--- config.mk ---
export PLATFORM = sky130hd
export DESIGN_NAME = mlp_feature_sequencer
export DESIGN_NICKNAME = d
export VERILOG_FILES = /design/src/rtl/mlp_seq_pkg.sv /design/src/rtl/mlp_feature_sequencer.sv
export SDC_FILE = /design/constraint.sdc
export NUM_CORES = 1
export LEC_CHECK = 0
export BUFFER_PORTS_ARGS = -buffer_cell sky130_fd_sc_hd__buf_2
export CAP_MARGIN = 20
export CORE_AREA = 3 3 82 84
export CTS_BUF_LIST = sky130_fd_sc_hd__clkbuf_4 sky130_fd_sc_hd__clkbuf_8
export CTS_CLUSTER_DIAMETER = 80
export DETAILED_ROUTE_END_ITERATION = 10
export DIE_AREA = 0 0 85 87
export SYNTH_ARGS = -nofsm -noshare
export SYNTH_HDL_FRONTEND = slang
export SYNTH_SLANG_ARGS = --single-unit
--- constraint.sdc ---
create_clock -name clk -period 1.6 [get_ports clk]
set_input_delay 0.16 -clock clk [delete_from_list [all_inputs] [get_ports clk]]
set_output_delay 0.16 -clock clk [all_outputs]
set_load 0.005 [all_outputs]
--- src/rtl/mlp_seq_pkg.sv ---
// Shared constants and state encoding for the MLP feature sequencer.
// Frame geometry lives here so the classifier wrapper and sequencer agree on widths.
package mlp_seq_pkg;

    localparam int unsigned NUM_FEAT = 6;
    localparam int unsigned FEAT_W   = 4;
    localparam int unsigned CLS_W    = 2;
    localparam int unsigned VEC_W    = NUM_FEAT * FEAT_W;
    localparam int unsigned IDX_W    = 3;
    localparam int unsigned CNT_W    = 4;

    typedef enum logic [1:0] {
        COLLECT = 2'd0,
        SETTLE  = 2'd1,
        HOLD    = 2'd2
    } seq_state_t;

endpackage

--- src/rtl/mlp_feature_sequencer.sv ---
// Packs a stream of quantized features into the classifier input vector, waits for the
// combinational classifier to settle, then presents the registered class on a valid/ready port.
module mlp_feature_sequencer
    import mlp_seq_pkg::*;
#(
    parameter int unsigned SETTLE_CYCLES = 2
) (
    input  logic              clk,
    input  logic              rst,
    input  logic              feat_valid,
    output logic              feat_ready,
    input  logic [FEAT_W-1:0] feat_data,
    input  logic              feat_last,
    output logic [VEC_W-1:0]  clf_inp,
    input  logic [CLS_W-1:0]  clf_out,
    output logic              res_valid,
    input  logic              res_ready,
    output logic [CLS_W-1:0]  res_class,
    output logic              err_frame
);

    localparam logic [CNT_W-1:0] CNT_LAST = CNT_W'(SETTLE_CYCLES - 1);
    localparam logic [IDX_W-1:0] IDX_LAST = IDX_W'(NUM_FEAT - 1);

    seq_state_t       state_q, state_d;
    logic [IDX_W-1:0] idx_q, idx_d;
    logic [CNT_W-1:0] cnt_q, cnt_d;
    logic [VEC_W-1:0] inp_q, inp_d;
    logic [CLS_W-1:0] cls_q, cls_d;
    logic             err_q, err_d;
    logic             ready_q, ready_d;

    logic beat_c;
    logic last_slot_c;
    logic frame_ok_c;
    logic settle_done_c;

    // ready_q is only ever high in COLLECT, so it doubles as the acceptance qualifier
    assign beat_c        = feat_valid & ready_q;
    assign last_slot_c   = (idx_q == IDX_LAST);
    assign frame_ok_c    = (feat_last == last_slot_c);
    assign settle_done_c = (cnt_q == CNT_LAST);

    always_ff @(posedge clk or posedge rst) begin
        if (rst) begin
            state_q <= COLLECT;
        end else begin
            state_q <= state_d;
        end
    end

    always_comb begin
        state_d = state_q;
        unique case (state_q)
            COLLECT: if (beat_c && frame_ok_c && last_slot_c) state_d = SETTLE;
            SETTLE:  if (settle_done_c) state_d = HOLD;
            HOLD:    if (res_ready) state_d = COLLECT;
            default: state_d = COLLECT;
        endcase
    end

    // Datapath updates; a misframed beat is dropped and leaves stale slots behind
    always_comb begin
        idx_d   = idx_q;
        cnt_d   = cnt_q;
        inp_d   = inp_q;
        cls_d   = cls_q;
        err_d   = 1'b0;
        ready_d = (state_d == COLLECT);
        unique case (state_q)
            COLLECT: begin
                cnt_d = '0;
                if (beat_c) begin
                    if (frame_ok_c) begin
                        for (int unsigned k = 0; k < NUM_FEAT; k++) begin
                            if (idx_q == IDX_W'(k)) inp_d[k*FEAT_W +: FEAT_W] = feat_data;
                        end
                        idx_d = last_slot_c ? '0 : idx_q + 1'b1;
                    end else begin
                        err_d = 1'b1;
                        idx_d = '0;
                    end
                end
            end
            SETTLE: begin
                cnt_d = cnt_q + 1'b1;
                if (settle_done_c) begin
                    cls_d = clf_out;
                    cnt_d = '0;
                end
            end
            HOLD: begin
                if (res_ready) idx_d = '0;
            end
            default: begin
                idx_d = '0;
                cnt_d = '0;
            end
        endcase
    end

    always_ff @(posedge clk or posedge rst) begin
        if (rst) begin
            idx_q   <= '0;
            cnt_q   <= '0;
            inp_q   <= '0;
            cls_q   <= '0;
            err_q   <= 1'b0;
            ready_q <= 1'b0;
        end else begin
            idx_q   <= idx_d;
            cnt_q   <= cnt_d;
            inp_q   <= inp_d;
            cls_q   <= cls_d;
            err_q   <= err_d;
            ready_q <= ready_d;
        end
    end

    assign feat_ready = ready_q;
    assign clf_inp    = inp_q;
    assign res_valid  = (state_q == HOLD);
    assign res_class  = cls_q;
    assign err_frame  = err_q;

endmodule
Yosys cells after proc, flatten, opt, wreduce, memory -nomap -nowiden
Cells that the tools add are included.
{ "word_totals": {"latch_bits": 0, "memories": 0, "rom_bits": 0, "ram_bits": 0, "out_inout_bits": 29, "ff_bits": 37} }
{ "op_classes": {"shift": 0, "n_reduce_logical": 13, "multipliers": 0, "div": 0, "mux": 14, "n_eq_ne": 11, "n_bitwise": 2, "addsub": 2, "order_cmp": 0} }
{ "op_table": {"columns": ["operator", "count"], "rows": [
  ["AND reduction 4 bit", 6],
  ["two-way mux 3 bit", 4],
  ["one-hot mux 3 bit (3 select lines)", 1],
  ["one-hot mux 4 bit (2 select lines)", 1],
  ["equality test 3 x 2 -> 1 bit (second input constant)", 2],
  ["equality test 3 bit (second input constant)", 2],
  ["two-way mux 2 bit", 3],
  ["one-hot mux 2 bit (3 select lines)", 1],
  ["adder 4 x 1 -> 4 bit (second input constant)", 1],
  ["equality test 4 x 1 -> 1 bit (second input constant)", 1],
  ["zero test 2 bit", 2],
  ["two-way mux 4 bit", 1],
  ["adder 3 x 1 -> 3 bit (second input constant)", 1],
  ["equality test 3 x 1 -> 1 bit (second input constant)", 1],
  ["zero test 3 bit", 1],
  ["two-way mux 1 bit", 3],
  ["AND reduction 3 bit", 1],
  ["equality test 2 x 1 -> 1 bit (second input constant)", 1],
  ["equality test 2 bit (second input constant)", 1],
  ["logical AND 1 bit", 2],
  ["inequality test 2 x 1 -> 1 bit (second input constant)", 1],
  ["inequality test 2 bit (second input constant)", 1],
  ["AND reduction 2 bit", 1],
  ["AND 1 bit", 1],
  ["2 further kinds", 2]
]} }

Depth between registers and ports, before layout
{ "logic_depth": {"depth_word": 7, "depth_mapped": 5, "depth_no_buf": 5} }

Worst setup path after synthesis
Ideal clock, no wire load.
{ "synth_path": {"path_kind": "flip-flop to flip-flop", "start": "register state_q[1]", "end": "register inp_q[4], in the netlist clf_inp[4]", "setup_time_ns": 0.125, "path_slack_ns": 0.118, "t_arrival_ns": 1.357, "path_stages_with_launch": 6, "period_less_slack_ns": 1.482, "path_buffers": 1, "path_cell_list": "dfrtp_1 > nand4bb_4 > nor2_1 > and3_1 > clkbuf_2 > mux2_2"} }
{ "synth_via": {"elab_chain_len": 2} }
{ "synth_lines": {"columns": ["element", "line", "rtl"], "rows": [
  ["start, declared", "mlp_feature_sequencer.sv:25", "seq_state_t state_q, state_d;"],
  ["start signal, assigned", "mlp_feature_sequencer.sv:48", "state_q <= state_d;"],
  ["zero test 2 bit", "mlp_feature_sequencer.sv:70", "unique case (state_q)"],
  ["AND reduction 4 bit (no line)", null, null],
  ["end signal, assigned", "mlp_feature_sequencer.sv:113", "inp_q <= inp_d;"],
  ["end, declared", "mlp_feature_sequencer.sv:28", "logic [VEC_W-1:0] inp_q, inp_d;"]
]} }
Every way passes these cells.
A chain may end at the register's enable or synchronous reset.

Final worst setup path
{ "layout_path": {"start": "register state_q[1]", "end": "register inp_q[7], in the netlist clf_inp[7]"} }
Same word-level chain as after synthesis.

==> results <==
- Across all layers, the routed design uses 1033 vias.
- The congestion estimate from routability-driven global placement came to 0.763.
- The root buffer cell chosen for the clock tree is clkbuf_8.
- For the pin with the worst max-slew slack, the measured transition is 0.466 ns.
- The min-delay analysis places its worst path in the category input port to flop.
- The power density over the cells is around 1500 nW/µm².
- Headroom to the max-slew limit came out at around 69%.
- Of the total power, the share spent switching nets is 29.0%.
- TritonCTS created 5 clock buffers.
- The number of nets in the synthesized netlist is 130.
- The most frequent cell after synthesis is dfrtp_1.
- The post-synthesis cell count is between 100 and 150.
- The start point of the worst min-delay path is res_ready.
- The floorplan step defined a die boundary enclosing ~7400 µm².
- A synthesized cell averages approximately 14 µm².
- 40 I/O pins were placed.
- Sequential cells burn 48.5% of the power.
- The total of buffers placed on input and output ports is 39.
- The number of nets with antenna violations after detailed routing is 0.
- The clock slew at the register clock pins of the worst setup and hold paths is 0.07 ns.
- Data on the critical path arrives at its endpoint at approximately 1.7 ns.
- The data required time at the worst endpoint is 1.78 ns.
- In this run the horizontal extent of the chip is about 85 µm.
- In this run the critical register-to-register path is captured at clf_inp[7].
- The number of global-route vias before repair came to about 1100.
- The sequential standard cell area is about 930 µm².
- The mean number of vias per cell is ~4.3.
- The first-pass GRT wire length is 5.50 mm.
- The largest single stage delay on the critical path is ~0.41 ns.
- The number of antenna diodes is 0.
- Setup violations remaining at the end of the flow were counted as 0.
- The final net count is approximately 180.
- The worst path uses between 90% and 100% of the clock period.
- The DRC violation count after routing is 0.
- The die is between 80 and 90 µm tall.
- After layout, the worst setup slack is between 0.07 and 0.08 ns.
- The count of maximum capacitance violations is 0.
- Based on the critical path, the design can be clocked at up to around 660 MHz.
- STA classifies the critical path startpoint as a flop.
- The total of fill cells in the finished design is 602.
- Along the worst hold path, the cell count comes to 2.
- Once detailed placement completed, the half-perimeter wirelength came to between 2 and 2.5 mm.
- The worst ir drop on vdd is 0.774 mV.
- Counting flops and latches in the post-synthesis netlist gives 37.
- The clock sink count is 37.
- Before CTS, the worst setup slack after placement is around 0.034 ns.
- The max-slew violation total from the final report was 0.
- Entering global routing, the biggest net connects 38 pins.
- The clock share of power is a little under a quarter.
- The final layout contains routed wiring with a total length of approximately 3.4 mm.
- The TritonCTS clock tree is built.
- Combinational logic is responsible for 28.4% of the overall power.
- The static leakage is between 0.9 and 1 nW.
- The count of routing violations after the opening detailed-route iteration is 19.
- The fraction of registers with async set/reset is 100%.
- In this run the number of H-tree levels came out at 2.
- The worst register-to-register path has a depth of 4.
- The maximum fanout along the worst path is 5.
- The initialized floorplan defines 28 standard-cell rows.
- Yosys mapped the design onto 29 distinct sky130hd cell types.
- The core area is between 5000 and 6000 µm².
- The flow ran to the end, and the final reports show no timing, DRC or antenna violations.
- The largest total area in the synthesized netlist belongs to dfrtp_1.
- By area the synthesized netlist is led by dfrtp_1 (59%), mux2_2 (19%), ha_1 (2.4%), o21ai_0 (1.9%), nand4bb_4 (1.8%).
- The initial utilization of the core area, before any placement, comes to 26.2%.
- The most used flip-flop cell after synthesis is dfrtp_1.
- By count the netlist is led by dfrtp_1 (37), mux2_2 (26), nor2_1 (7).
- The total grt overflow is 0.
- By startpoint and endpoint, the worst setup path is classified as flop to flop.
- The internal power of the cells totals 2.09 mW.
- The area growth from synthesis to layout is 26.1%.
- Summed over its instances, the top area cell type makes up 59.1% of the synthesized netlist area.
- The hold violation total from the final report came to 0.
- The switching power summed over all nets is approximately 0.85 mW.
- The post-synthesis instance area is roughly 1600 µm².
- The initial antenna violation count is 0.
- Across the routed clock network, the largest skew measured is around 0.0043 ns.
- For this run, the detailed router's first-pass iteration total came to 3.
- In the final layout, the share of cells above drive strength 1 is between 50% and 60%.
- The shortest period the worst path allows is roughly 1.5 ns.
- The setup TNS is 0 ns.
- The footprint of the multi-input gates is approximately 630 µm².
- The slack of the worst reg-to-reg path is approximately 0.074 ns.
- Dividing the detail-routed wire length by the instance count gives roughly 14 µm.
- The count of flip-flops with a built-in enable after synthesis is 0.
- The share of the yosys chip area belonging to registers is between 50% and 60%.
- The clock latency reported for the late side of the worst-skew pair is a little under 0.3 ns.
- The source of the worst register-to-register timing path is state_q[1].
- During synthesis, Yosys emitted a total of 0 warnings.
- For hold timing, the worst endpoint is state_q[1].
- STA classifies the critical path endpoint as a flop.
- The number of buffers between clock root and the deepest sink is 2.
- The total routing resource utilization after global routing is 9.72%.
- The critical-path cell with the highest stage delay is dfrtp_1.
- The signal on the critical path passes through nand4bb_4 > nor2_1 > and3_4 > mux2_2.
## final cells by class
class / count / area share [%]
Sequential cell: 37 / 46.8
Clock buffer: 8 / 4.62
Multi-Input combinational cell: 72 / 31.7
Tap cell: 75 / 4.75
Inverter: 5 / 0.949
Timing Repair Buffer: 42 / 11.1
## per-layer routing
metal | up-vias | part of all wire (%) | global-route usage [%] | routed length [µm]
met4 | 0 | 2.2 | 4.75 | 75
met2 | 35 | 43 | 14.1 | 1460
met5 | - | 0 | 0 | 0
met3 | 7 | 7.1 | 3.97 | 243
met1 | 493 | 48 | 12.6 | 1640
li1 | 498 | - | - | -
## cell families after synthesis
group	after synthesis	synth area share (%)
buffers and inverters	7	1.84
xor gates and xnor gates	2	1.12
AOI/OAI and AO/OA	10	3.83
muxes	26	18.7
and+or+nand+nor	31	13.1
adders and majority gates	3	2.39
DFF	37	59.1
## placed cells by master, fill, tap and decap left out, types with 2 or more instances in the layout
cell and n:
inv_1 5, nand2_1 6, buf_2 39, clkbuf_8 5
buf_4 2, dfrtp_1 37, o21ai_0 6, ha_1 3
nor2_1 7, clkbuf_4 3, nand3_1 4, mux2_2 26
## flip-flops by register name, summed over array words and instances, names as in the netlist
signal      flops
clf_inp        24
cnt_q           4
idx_q           3
res_class       2
state_q         2
err_frame       1
feat_ready      1
## worst max path at each step
stage                     startpoint           to  slack, ns  cells after the start
after floorplan           state_q[1]   clf_inp[4]       0.12                      5
after global placement    state_q[0]  clf_inp[20]       0.05                      3
after detailed placement  state_q[1]   clf_inp[7]       0.03                      4
after CTS                 state_q[0]  clf_inp[20]       0.03                      3
after global routing      state_q[1]  clf_inp[16]    -0.0007                      4
final                     state_q[1]   clf_inp[7]       0.07                      4
## critical path: cells and delay by family (launching register included)
kind,cells,cell delay (ns)
muxes,1,0.34
DFF,1,0.41
and+or+nand+nor,3,0.67
## power by group through the flow
stage	clock (mW)	sequential, mW	combinational (mW)
finish	0.678	1.43	0.836
global placement	0	1.43	0.820
global route	0.743	1.47	0.927
detailed placement	0	1.44	0.838
floorplan	0	1.44	0.425
CTS	0.702	1.43	0.840
## through the flow
step	total power [mW]	hold WS (ns)	util, %	cells	area [µm²]
floorplan	1.86	0.269	-	116	1570
global placement	2.25	0.294	31.0	229	1850
detailed placement	2.27	0.295	31.0	229	1850
CTS	2.97	0.0887	32.6	238	1960
global route	3.14	0.0933	33.0	239	1980
finish	2.94	0.104	33.0	239	1980
## timing repair
item	4_1_cts	5_1_grt
setup buffers	0	1
hold buffers	1	0
endpoints found under the setup margin	0	16
resized for setup	0	4
hold endpoints to repair	37	0
No activity file was read; power rests on OpenSTA's default activity.
